### src/rtl/sram_pkg.sv
// sram_pkg: shared types and constants for the asynchronous-SRAM controller.
// Holds the access-state encoding, the wait/hold counter width and the
// request-type encoding used by sram_ctrl and sram_req_slot.
package sram_pkg;

  // Width of the wait/hold down-counter; covers wait values 0..15.
  localparam int CNT_W = 4;

  // Access sequencer states.
  typedef enum logic [1:0] {
    ST_IDLE  = 2'd0,  // no access, all strobes inactive
    ST_RD    = 2'd1,  // OE low, data pins released
    ST_WR    = 2'd2,  // WE low, data pins driven
    ST_WHOLD = 2'd3   // WE high, data still driven
  } state_t;

  // Kind of a CPU request; a write wins when both strobes are high.
  typedef enum logic {
    REQ_RD = 1'b0,
    REQ_WR = 1'b1
  } req_kind_t;

  // Convert an integer parameter into a counter load value.
  function automatic logic [CNT_W-1:0] cnt_load(input int n);
    return CNT_W'(n);
  endfunction

endpackage

### src/rtl/sram_req_slot.sv
// sram_req_slot: one-deep pending-request register for sram_ctrl.
// A push into an empty slot stores address, data and kind; a push while the
// slot is already full is refused and reported on o_drop (overrun detect).
// A take frees the slot on the same edge the owner starts the stored access.
module sram_req_slot
  import sram_pkg::*;
#(
  parameter int ADDR_W = 20,
  parameter int DATA_W = 8
) (
  input  logic              i_clk,
  input  logic              i_rst_n,
  input  logic              i_push,
  input  logic              i_take,
  input  logic [ADDR_W-1:0] i_addr,
  input  logic [DATA_W-1:0] i_data,
  input  req_kind_t         i_kind,
  output logic              o_valid,
  output logic [ADDR_W-1:0] o_addr,
  output logic [DATA_W-1:0] o_data,
  output req_kind_t         o_kind,
  output logic              o_drop
);

  logic              r_valid;
  logic [ADDR_W-1:0] r_addr;
  logic [DATA_W-1:0] r_data;
  req_kind_t         r_kind;

  // The slot counts as full for the whole cycle it holds a request, even on
  // the edge that takes it, so a third request in that cycle is dropped.
  assign o_drop  = i_push & r_valid;
  assign o_valid = r_valid;
  assign o_addr  = r_addr;
  assign o_data  = r_data;
  assign o_kind  = r_kind;

  // Slot occupancy and payload capture.
  // NOTE: sequential state uses non-blocking assignments so every flop
  // samples pre-edge values regardless of statement order.
  always_ff @(posedge i_clk or negedge i_rst_n) begin
    if (!i_rst_n) begin
      r_valid <= 1'b0;
      r_addr  <= '0;
      r_data  <= '0;
      r_kind  <= REQ_RD;
    end else if (i_push && !r_valid) begin
      r_valid <= 1'b1;
      r_addr  <= i_addr;
      r_data  <= i_data;
      r_kind  <= i_kind;
    end else if (i_take) begin
      r_valid <= 1'b0;
    end
  end

endmodule

### src/rtl/sram_ctrl.sv
// sram_ctrl: sequenced asynchronous-SRAM controller for the CPU bus.
// Reads hold OE low for RD_WAIT+1 cycles and return data with a one-cycle
// oValid pulse; writes hold WE low for WR_WAIT+1 cycles followed by WR_HOLD
// cycles of data hold. One request can wait in a pending slot and starts
// back-to-back with the running access; further requests set oOverrun.
// Optional feature macro: SRAM_CE_GATE_EN gates the chip enables so the
// SRAM is only selected while an access is running.
module sram_ctrl
  import sram_pkg::*;
#(
  parameter int ADDR_W  = 20,
  parameter int DATA_W  = 8,
  parameter int RD_WAIT = 1,
  parameter int WR_WAIT = 1,
  parameter int WR_HOLD = 1
) (
  input  logic              iClk,
  input  logic              iRstN,
  input  logic [ADDR_W-1:0] iAddr,
  input  logic [DATA_W-1:0] iData,
  input  logic              iRd,
  input  logic              iWr,
  input  logic              iSel,
  input  logic              iOvrClr,
  output logic [DATA_W-1:0] oData,
  output logic              oValid,
  output logic              oBusy,
  output logic              oOverrun,
  output logic [ADDR_W-1:0] oSramA,
  output logic [DATA_W-1:0] oSramD,
  input  logic [DATA_W-1:0] iSramD,
  output logic              oSramDir,
  output logic              oSramOe,
  output logic              oSramWe,
  output logic              oSramCe1,
  output logic              oSramCe2
);

  localparam logic [CNT_W-1:0] RD_LOAD   = cnt_load(RD_WAIT);
  localparam logic [CNT_W-1:0] WR_LOAD   = cnt_load(WR_WAIT);
  localparam logic [CNT_W-1:0] HOLD_LOAD = cnt_load((WR_HOLD > 0) ? WR_HOLD - 1 : 0);
  localparam logic [CNT_W-1:0] CNT_ONE   = cnt_load(1);

  state_t            r_state;
  state_t            w_state_nxt;
  logic [CNT_W-1:0]  r_cnt;
  logic [CNT_W-1:0]  w_cnt_nxt;
  logic [ADDR_W-1:0] r_sram_a;
  logic [DATA_W-1:0] r_sram_d;
  logic [DATA_W-1:0] r_data;
  logic              r_valid;
  logic              r_overrun;

  logic              w_req;
  req_kind_t         w_req_kind;
  logic              w_finish;
  logic              w_rd_done;
  logic              w_start;
  req_kind_t         w_start_kind;
  logic [ADDR_W-1:0] w_start_addr;
  logic [DATA_W-1:0] w_start_data;
  logic              w_take;
  logic              w_push;

  logic              w_pend_valid;
  logic [ADDR_W-1:0] w_pend_addr;
  logic [DATA_W-1:0] w_pend_data;
  req_kind_t         w_pend_kind;
  logic              w_drop;

  // A strobe counts only when the decoder selects us; a write beats a read.
  assign w_req      = (iRd | iWr) & iSel;
  assign w_req_kind = iWr ? REQ_WR : REQ_RD;

  sram_req_slot #(
    .ADDR_W (ADDR_W),
    .DATA_W (DATA_W)
  ) u_slot (
    .i_clk   (iClk),
    .i_rst_n (iRstN),
    .i_push  (w_push),
    .i_take  (w_take),
    .i_addr  (iAddr),
    .i_data  (iData),
    .i_kind  (w_req_kind),
    .o_valid (w_pend_valid),
    .o_addr  (w_pend_addr),
    .o_data  (w_pend_data),
    .o_kind  (w_pend_kind),
    .o_drop  (w_drop)
  );

  // Next-state, counter and access-start selection.
  // NOTE: every signal assigned here gets a default first, so no path
  // through the case can leave one unassigned and infer a latch.
  always_comb begin
    w_state_nxt  = r_state;
    w_cnt_nxt    = r_cnt;
    w_finish     = 1'b0;
    w_rd_done    = 1'b0;
    w_start      = 1'b0;
    w_start_kind = w_req_kind;
    w_start_addr = iAddr;
    w_start_data = iData;
    w_take       = 1'b0;

    case (r_state)
      ST_IDLE: begin
        if (w_req) w_start = 1'b1;
      end
      ST_RD: begin
        if (r_cnt == '0) begin
          w_rd_done = 1'b1;
          w_finish  = 1'b1;
        end else begin
          w_cnt_nxt = r_cnt - CNT_ONE;
        end
      end
      ST_WR: begin
        if (r_cnt == '0) begin
          if (WR_HOLD == 0) begin
            w_finish = 1'b1;
          end else begin
            w_state_nxt = ST_WHOLD;
            w_cnt_nxt   = HOLD_LOAD;
          end
        end else begin
          w_cnt_nxt = r_cnt - CNT_ONE;
        end
      end
      ST_WHOLD: begin
        if (r_cnt == '0) w_finish = 1'b1;
        else             w_cnt_nxt = r_cnt - CNT_ONE;
      end
      default: w_state_nxt = ST_IDLE;
    endcase

    // At the end of an access the pending request has priority; a fresh
    // request starts directly only when the slot is empty.
    if (w_finish) begin
      if (w_pend_valid) begin
        w_start      = 1'b1;
        w_take       = 1'b1;
        w_start_kind = w_pend_kind;
        w_start_addr = w_pend_addr;
        w_start_data = w_pend_data;
      end else if (w_req) begin
        w_start = 1'b1;
      end else begin
        w_state_nxt = ST_IDLE;
      end
    end

    if (w_start) begin
      w_state_nxt = (w_start_kind == REQ_WR) ? ST_WR : ST_RD;
      w_cnt_nxt   = (w_start_kind == REQ_WR) ? WR_LOAD : RD_LOAD;
    end
  end

  // Any request not started directly this edge is offered to the slot.
  assign w_push = w_req & ~(w_start & ~w_take);

  // Sequencer state and wait counter.
  always_ff @(posedge iClk or negedge iRstN) begin
    if (!iRstN) begin
      r_state <= ST_IDLE;
      r_cnt   <= '0;
    end else begin
      r_state <= w_state_nxt;
      r_cnt   <= w_cnt_nxt;
    end
  end

  // SRAM address/data latch: changes only on the edge that starts an access.
  always_ff @(posedge iClk or negedge iRstN) begin
    if (!iRstN) begin
      r_sram_a <= '0;
      r_sram_d <= '0;
    end else if (w_start) begin
      r_sram_a <= w_start_addr;
      r_sram_d <= w_start_data;
    end
  end

  // Read-data capture with a one-cycle valid pulse.
  always_ff @(posedge iClk or negedge iRstN) begin
    if (!iRstN) begin
      r_data  <= '0;
      r_valid <= 1'b0;
    end else begin
      r_valid <= w_rd_done;
      if (w_rd_done) r_data <= iSramD;
    end
  end

  // Sticky overrun flag; a drop in the clearing cycle keeps it set.
  always_ff @(posedge iClk or negedge iRstN) begin
    if (!iRstN) r_overrun <= 1'b0;
    else        r_overrun <= w_drop | (r_overrun & ~iOvrClr);
  end

  // Strobes decode straight from the state register, so reset releases
  // them asynchronously and OE/WE can never be low together.
  assign oSramOe  = (r_state != ST_RD);
  assign oSramWe  = (r_state != ST_WR);
  assign oSramDir = (r_state == ST_WR) | (r_state == ST_WHOLD);
  assign oSramA   = r_sram_a;
  assign oSramD   = r_sram_d;
  assign oData    = r_data;
  assign oValid   = r_valid;
  assign oOverrun = r_overrun;
  assign oBusy    = (r_state != ST_IDLE) | w_pend_valid;

`ifdef SRAM_CE_GATE_EN
  // Chip selected only while an access runs; deselected in IDLE and reset.
  assign oSramCe1 = (r_state == ST_IDLE);
  assign oSramCe2 = (r_state != ST_IDLE);
`else
  // Chip permanently selected.
  assign oSramCe1 = 1'b0;
  assign oSramCe2 = 1'b1;
`endif

endmodule

### config.mk
export PLATFORM = sky130hd
export DESIGN_NAME = sram_ctrl
export DESIGN_NICKNAME = d
export VERILOG_FILES = /design/src/rtl/sram_pkg.sv /design/src/rtl/sram_req_slot.sv /design/src/rtl/sram_ctrl.sv
export SDC_FILE = /design/constraint.sdc
export NUM_CORES = 1
export LEC_CHECK = 0
export CORE_MARGIN = 4
export CORE_UTILIZATION = 24
export DETAILED_ROUTE_END_ITERATION = 6
export GPL_ROUTABILITY_DRIVEN = 0
export SETUP_SLACK_MARGIN = 0.1
export SKIP_CTS_REPAIR_TIMING = 1
export SYNTH_ARGS = -nofsm -noshare
export SYNTH_HDL_FRONTEND = slang
export SYNTH_SLANG_ARGS = --single-unit
export TNS_END_PERCENT = 30
### constraint.sdc
create_clock -name iClk -period 3.5 [get_ports iClk]
set_clock_uncertainty 0.05 [all_clocks]
set_input_delay 0.875 -clock iClk [delete_from_list [all_inputs] [get_ports iClk]]
set_output_delay 0.875 -clock iClk [all_outputs]
set_load 0.005 [all_outputs]
==> flow_summary_export.csv <==
group,metric,value,unit
grt,grt_max_degree,75,
min_path,min_to,"oData[2]$_DFFE_PN0P_",
min_path,hold_path_class,"reg -> reg",
min_path,worstHoldStart,"oData[2]$_DFFE_PN0P_",
sta,slew_violations,0,
final_layout,fin_nets,365,
sta,fin_tns_setup,0,ns
worst_setup_path,crit_path_start_kind,"flip-flop",
grt,grt_pass1_wl,13550,microns
cts,ctsRootBufferMaster,"clkbuf_16",
sta,hold_violations,0,
logic_synthesis,synth_top_cell_area_share,55.41,%
sta,setup_violations,0,
power_and_ir_drop,p_clk_share,25.2,%
final_layout,fin_cells,502,
worst_setup_path,slowest_stage,"a21oi_4",
logic_synthesis,yosysWarnings,0,
place,portBuffers,83,
die,die_w,126.0,microns
die,die_y,126.0,microns
grt,grt_pass1_vias,2588,
cts,tritoncts,"done",
logic_synthesis,seq_area_frac_synth,55.41,%
drt,drt_iter0_drc,82,
drt,route.vias.total,2318,
final_layout,area_delta_synth_final,38.56,%
logic_synthesis,syn-instance-count,242,
worst_setup_path,cp.buffers_inverters,1,
job,maxCapViolCount,0,
worst_setup_path,worst_path_dominant_cell_family,"compound AO/OA/AOI/OAI gates",
cts,cts_buffers,9,
logic_synthesis,post-synth-top-count-cell,"dfrtp_1",
logic_synthesis,synth_area_leaders,"dfrtp_1 (55%), mux2_2 (9.1%), a2bb2oi_2 (9.0%), o22ai_1 (5.2%), mux2_4 (4.5%)",
die,pin_count,86,
drt,via_per_inst,4.618,
worst_setup_path,crit_chain,"inv_1 -> ha_1 -> nor4bb_4 -> nor2_2 -> a21oi_4 -> o2bb2a_1",
drt,totalWireLength,8152,microns
logic_synthesis,syn-num-nets,286,
logic_synthesis,synth_area,0.003342,sq mm
sta,max_slew.worst_pin.slew,1.082,ns
worst_setup_path,r2r_start,"r_cnt[0]$_DFFE_PN0P_",
drt,wl_per_cell,16.24,microns
die,core,0.01345,sq mm
sta,clock.fmax,0.3433,GHz
worst_setup_path,cp.required,3.72,ns
power_and_ir_drop,swShare,29.32,%
grt,track_usage,10.80,%
power_and_ir_drop,p_per_area,871.2,mW/mm^2
logic_synthesis,synth.distinct_cells,39,
power_and_ir_drop,p_int,2.852,mW
power_and_ir_drop,seqPwrFrac,38.0,%
sta,layout_setup_ws,0.5874,ns
cts,clk_latency,0.33,ns
power_and_ir_drop,netSwitchingPower,1.183,mW
worst_setup_path,max_stage_delay,0.85,ns
die,placementRows,42,
logic_synthesis,avgSynthCellArea,13.81,sq um
final_layout,n_fill_cell,1368,
place,dp_worst_setup_slack,0.4781,ns
power_and_ir_drop,power_frac_comb,36.8,%
cts,cts.clk_slew.worst_paths,0.06,ns
sta,period_minus_slack,2.913,ns
worst_setup_path,reg2reg_to,"oSramA[18]$_DFFE_PN0P_",
grt,grt_antenna_before_repair,0,
logic_synthesis,synthTopCellsByCount,"dfrtp_1 (74), o22ai_1 (28), mux2_2 (27)",
cts,htreeDepth,3,
die,die_area,0.01588,sq mm
logic_synthesis,ys_ff_latch,74,
cts,clock_path_buffers,2,
sta,period_share,83.22,%
logic_synthesis,yosysTopAreaCell,"dfrtp_1",
place,dp_cells,486,
sta,slew_headroom,27.73,%
power_and_ir_drop,power_leakage,1.855,nW
logic_synthesis,synth_edf_count,0,
final_layout,drive_above_1_share,26.69,%
worst_setup_path,regToRegSetupSlack,0.59,ns
drt,drc,0,
power_and_ir_drop,vdd_ir_drop_max,0.0004050,V
outcome,status,"complete, no violations",
final_layout,diodes,0,
logic_synthesis,ys.flop_type,"dfrtp_1",
place,detailed_place_hpwl,5302,microns
min_path,hold_depth,1,
worst_setup_path,r2r_cells,6,
die,initial_utilization,24.84,%
logic_synthesis,async_reset_ff_share,100.0,%
drt,drtAntennaViolNets,0,
worst_setup_path,worstSetupEndpointType,"flip-flop",
worst_setup_path,cp_data_arrival_time,3.13,ns
drt,first_pass_iters,6,
worst_setup_path,worstSetupPathType,"reg -> reg",
cts,cts.sink_count,74,
sta,rsz0062_at_grt,"false",
grt,overflow,0,
sta,final.hold.worst_slack,0.4566,ns
worst_setup_path,cp_max_fo,28,
cell usage in the layout, fill, tap and decap left out, types with 3 or more instances in the layout:
cell              n
a21oi_1           4
a2bb2oi_1         7
a2bb2oi_2        20
a31oi_1           3
buf_4             7
clkbuf_16         9
clkdlybuf4s50_1  82
dfrtp_1          74
inv_1             5
mux2_2           27
mux2_4           10
nand2_1           4
nor2_1            9
o21ai_0           5
o22ai_1          28
flip-flops by register name, indices dropped and copies added, names as in the netlist:
register	cells
r_state	2
u_slot.o_kind	1
r_cnt	4
u_slot.o_data	8
u_slot.o_valid	1
oValid	1
oData	8
u_slot.o_addr	20
oSramA	20
oSramD	8
oOverrun	1
area by class of cell:
cell class	count	area (sq um)	area share, %
flip-flops and latches	74	1852	39.99
multi-input cells	142	1336	28.86
repair buffers	89	873.3	18.86
clock buffers	12	256.5	5.539
well taps	176	220.2	4.755
clock inverters	4	73.82	1.594
inverters	5	18.77	0.4053
metal layers:
layer | share of wire, % | track usage [%] | up-vias
met5 | 0 | 0 | -
met1 | 44 | 13.11 | 1176
met4 | 1.5 | 3.785 | 0
met3 | 7.2 | 4.488 | 11
li1 | - | - | 1056
met2 | 47 | 17.31 | 75
power by group through the flow:
stage | registers [mW] | clock network (mW) | logic, mW
after floorplan | 1.49 | 0 | 0.899
after global placement | 1.53 | 0 | 1.47
after detailed placement | 1.55 | 0 | 1.51
after CTS | 1.54 | 1.05 | 1.51
after global routing | 1.59 | 1.09 | 1.61
final | 1.53 | 1.02 | 1.48
cell families after synthesis:
group	count (synthesis)	share of synthesized area (%)
muxes	37	13.59
buffers and inverters	26	4.867
other	2	0.2247
and+or+nand+nor	26	4.867
adders and majority gates	2	0.7487
DFF	74	55.41
AOI/OAI and AO/OA	75	20.29
how the worst max path moves through the flow:
stage / startpoint / cells past startpoint / endpoint
after global placement: iWr / 4 / oSramA[18]$_DFFE_PN0P_
after CTS: r_cnt[0]$_DFFE_PN0P_ / 6 / oSramA[18]$_DFFE_PN0P_
final: r_cnt[0]$_DFFE_PN0P_ / 6 / oSramA[18]$_DFFE_PN0P_
after global routing: r_cnt[0]$_DFFE_PN0P_ / 6 / oSramA[18]$_DFFE_PN0P_
after floorplan: iRd / 5 / u_slot.o_addr[0]$_DFFE_PN0P_
after detailed placement: iWr / 4 / oSramA[18]$_DFFE_PN0P_
per-stage QoR:
step / utilization, % / area (sq um) / total power [mW]
3_5_place_dp: 31.97 / 4300 / 3.055
6_report: 34.42 / 4631 / 4.034
3_3_place_gp: 31.97 / 4300 / 3.003
5_1_grt: 34.42 / 4631 / 4.286
2_1_floorplan: - / 3342 / 2.386
4_1_cts: 34.42 / 4631 / 4.101
No activity file was read; power rests on OpenSTA's default activity.
